**src/rtl/mul.sv**
```systemverilog
// Sequential 4x4 unsigned shift-and-add multiplier, self-restarting on operand change.
// Optional macro MUL_EARLY_EXIT_EN: finish CALC once no higher multiplier bits remain.
module mul (
    input  logic       clk,
    input  logic       rst,
    input  logic [3:0] A,
    input  logic [3:0] B,
    output logic [7:0] P,
    output logic       done
);

    typedef enum logic [1:0] {
        IDLE,
        CALC,
        DONE
    } state_t;

    state_t     state;
    logic [3:0] ra;
    logic [3:0] rb;
    logic [7:0] acc;
    logic [1:0] cnt;

    logic [7:0] pp;
    logic [7:0] sum;
    logic [2:0] nxt_idx;
    logic       last;

    always_comb begin
        pp      = rb[cnt] ? ({4'b0, ra} << cnt) : 8'd0;
        sum     = acc + pp;
        nxt_idx = {1'b0, cnt} + 3'd1;
`ifdef MUL_EARLY_EXIT_EN
        // No remaining multiplier bits means the sum is already final.
        last    = (cnt == 2'd3) || ((rb >> nxt_idx) == 4'd0);
`else
        last    = (cnt == 2'd3);
`endif
    end

    always_ff @(posedge clk) begin
        if (rst) begin
            state <= IDLE;
            P     <= 8'd0;
            done  <= 1'b0;
            acc   <= 8'd0;
            cnt   <= 2'd0;
            ra    <= 4'd0;
            rb    <= 4'd0;
        end else begin
            unique case (state)
                IDLE: begin
                    ra    <= A;
                    rb    <= B;
                    acc   <= 8'd0;
                    cnt   <= 2'd0;
                    state <= CALC;
                end
                CALC: begin
                    acc <= sum;
                    cnt <= cnt + 2'd1;
                    if (last) begin
                        P     <= sum;
                        done  <= 1'b1;
                        state <= DONE;
                    end
                end
                DONE: begin
                    // P keeps the previous product until the new one lands.
                    if ((A != ra) || (B != rb)) begin
                        ra    <= A;
                        rb    <= B;
                        acc   <= 8'd0;
                        cnt   <= 2'd0;
                        done  <= 1'b0;
                        state <= CALC;
                    end
                end
                default: state <= IDLE;
            endcase
        end
    end

endmodule

```
**config.mk**
```make
export PLATFORM = sky130hd
export DESIGN_NAME = mul
export DESIGN_NICKNAME = d
export VERILOG_FILES = /design/src/rtl/mul.sv
export SDC_FILE = /design/constraint.sdc
export NUM_CORES = 1
export LEC_CHECK = 0
export CAP_MARGIN = 10
export CELL_PAD_IN_SITES_DETAIL_PLACEMENT = 1
export CELL_PAD_IN_SITES_GLOBAL_PLACEMENT = 1
export CORE_AREA = 2 2 65 67
export CTS_CLUSTER_DIAMETER = 50
export DETAILED_ROUTE_END_ITERATION = 16
export DIE_AREA = 0 0 67 69
export MAX_ROUTING_LAYER = met4
export PLACE_DENSITY_LB_ADDON = 0.1
export SYNTH_ARGS = -nofsm -noshare
export SYNTH_HDL_FRONTEND = slang
export SYNTH_SLANG_ARGS = --single-unit
```
**constraint.sdc**
```tcl
create_clock -name clk -period 3 [get_ports clk]
set_input_delay 0.45 -clock clk [delete_from_list [all_inputs] [get_ports clk]]
set_output_delay 0.45 -clock clk [all_outputs]
set_load 0.02 [all_outputs]
```
==> results.ini <==
[sta]
worstMarginPinSlew_ps = 658
maxSlewViolCount = 0
slew_headroom_pct = 56.0
period_needed_ps = 2720
rsz0062_at_grt = no
max_freq_mhz = 367
finClkSkew_ps = 6.69
setup_viol = 0
hold_viol = 0
tns_ps = 0
fin_crit_sh_pct = 90.8

[detailed_routing]
drc = 0
routed_wirelength_mm = 3.87
dr.first_iter.drc_count = 34
ant_nets = 0
wire_per_inst_um = 16.1
vias = 1325
first_pass_iters = 4
via_per_inst = 5.52

[cells_and_area]
regArea_um2 = 581
final_nets = 209
layout_common_cells = dfxtp_1, nand2_1, clkdlybuf4s50_1
layout_commonest_cell = dfxtp_1
multi_input_area_um2 = 971
post-route-util_pct = 48.6
n_antenna_cell = 0
fillCellCount = 450
drive_above_1_share_pct = 9.47
area_growth_pct = 20.3

[setup_path]
cp_data_arrival_time_ps = 2950
end_kind = flip-flop
worstPathMaxFanout = 11
critical-path-top-delay-family = simple AND/OR/NAND/NOR gates
worstSetupPathType = flip-flop to flip-flop
critPathMaxStageDelay_ps = 550
cp_num_buf_inv = 0
crit_path_frequent_cell = and2_1
start_kind = flip-flop
cp_slowest_cell = dfxtp_1
critical_path.cell_chain = mux2i_1 -> o22ai_1 -> and2_1 -> ha_1 -> a21oi_1 -> and2_1 -> o31a_1 -> or4_1 -> nand3_1
crit_required_ps = 3220

[placement]
dpl.hpwl_mm = 2.99
place.gp.congestion = 0.861
io_buffers = 18

[logic_synthesis]
synthSimpleGateAreaFrac_pct = 22.0
avgSynthCellArea_um2 = 9.30
ys.flop_type = dfxtp_1
synth-xor-area-share_pct = 6.65
yosysSeqAreaShare_pct = 36.7
synth_compound_area_share_pct = 16.6
syn-instance-count = 170
synth_fp_nets = 189
ys_ff_latch = 29
synth_top_family_by_area = simple AND/OR/NAND/NOR gates
synth_area_um2 = 1580
synthArstFlopShare_pct = 0
synthMuxAreaShare_pct = 8.54
synth-edff-count = 0
yosysWarningCount = 0
synthAdderAreaFrac_pct = 7.59
ys_types = 42

[clock_network]
clk_latency_ps = 280
cts_root_buffer = clkbuf_8
cts_sinks = 29
post-cts-setup-buffers = 0
cts_buffers = 5
htreeDepth = 2
cts_max_path_buffers = 2
path_clk_slew_ps = 60
ctsResizeCount = 0
tritoncts = built
cts_hold_buf = 0

[pwr]
pwr-share-clk_pct = 39.7
p_int_uw = 615
p_leak_nw = 0.800
pwr_density_cell_nw_per_um2 = 426
power_switching_share_pct = 24.0
seqPwrFrac_pct = 50.6
power_switching_uw = 194
p_comb_share_pct = 9.7
ir_drop_mv = 0.211
finalPower_uw = 810

[global_routing]
grt_usage_pct = 19.5
grt_overflow = 0
grt_pass1_wl_mm = 6.58
antenna_found_initial = 0
grt_max_degree = 28
grt_pass1_vias = 1373

[worst_hold_path]
hold_path_class = flip-flop to flip-flop

[floorplanning]
initial_core_util_pct = 40.4
die-area_um2 = 4620
rows = 23
die_h_um = 69
core_area_um2 = 3910
die_x_um = 67
io_pins = 19

[job]
cap_violations = 0

[status]
outcome = complete, no violations

-- area by class of cell --
| class | count | area share [%] |
|---|---|---|
| clock buffers | 7 | 4.54 |
| multi-input cells | 133 | 51.0 |
| flip-flops and latches | 29 | 30.5 |
| well taps | 50 | 3.29 |
| repair buffers | 21 | 10.7 |
-- per-stage QoR --
step | cells | hold slack, ps | cell area [um2] | setup WS, ps
2_1_floorplan | 170 | 449 | 1580 | 407
3_3_place_gp | 233 | 444 | 1820 | 434
3_5_place_dp | 233 | 455 | 1820 | 299
4_1_cts | 240 | 463 | 1900 | 274
5_1_grt | 240 | 493 | 1900 | 132
6_report | 240 | 461 | 1900 | 276
-- synth_stat cells, types with 2 or more instances --
| library cell | instances | area [um2] |
|---|---|---|
| a21o_1 | 3 | 22.5 |
| a21oi_1 | 13 | 65.1 |
| a22o_1 | 7 | 61.3 |
| and2_1 | 4 | 25.0 |
| clkbuf_1 | 8 | 30.0 |
| dfxtp_1 | 29 | 581 |
| ha_1 | 8 | 100 |
| mux2i_1 | 9 | 90.1 |
| nand2_1 | 18 | 67.6 |
| nand3_1 | 6 | 30.0 |
| nand3b_1 | 3 | 22.5 |
| nand4b_1 | 3 | 26.3 |
| nor2_1 | 13 | 48.8 |
| nor3_1 | 2 | 10.0 |
| nor3b_1 | 2 | 15.0 |
| nor4_2 | 2 | 25.0 |
| o21ai_0 | 4 | 20.0 |
| or4_1 | 2 | 15.0 |
| xnor2_1 | 3 | 26.3 |
| xor2_1 | 9 | 78.8 |
-- power by group through the flow --
stage | registers [mW] | clock network (mW) | logic, mW
after CTS | 0.409 | 0.335 | 0.0796
after detailed placement | 0.418 | 0 | 0.0792
after floorplan | 0.413 | 0 | 0.0517
final | 0.410 | 0.321 | 0.0788
after global placement | 0.416 | 0 | 0.0756
after global routing | 0.411 | 0.353 | 0.0868
-- per-layer routing --
layer,GRT usage (%),vias to the layer above,part of all wire (%)
met3,4.24,7,2.8
li1,-,658,-
met1,23.6,642,45
met5,-,-,0
met4,8.62,0,1.9
met2,30.6,18,50
-- cells by family after synthesis --
kind of cell | count (synthesis)
DFF | 29
xor gates and xnor gates | 12
buffers and inverters | 8
and+or+nand+nor | 62
adders and majority gates | 9
muxes | 12
AOI/OAI and AO/OA | 38
-- state kept, by name, summed over array words and instances, names as in the netlist --
register	cells
P	8
ra	4
done	1
cnt	2
acc	8
state	2
rb	4
-- worst paths after layout --
check	start	to	slack [ps]	cells past startpoint
max	cnt[1]	P[7]	280	9
min	P[4]	P[4]	460	2
max reg2reg	cnt[1]	P[7]	280	9
min reg2reg	P[4]	P[4]	460	2
-- tightest hold or removal path, stage by stage, from the launching register on --
cell	delay, ps
dfxtp_1	310
nand2_1	50
a21oi_1	60
Power figures use the tool's default switching activity.
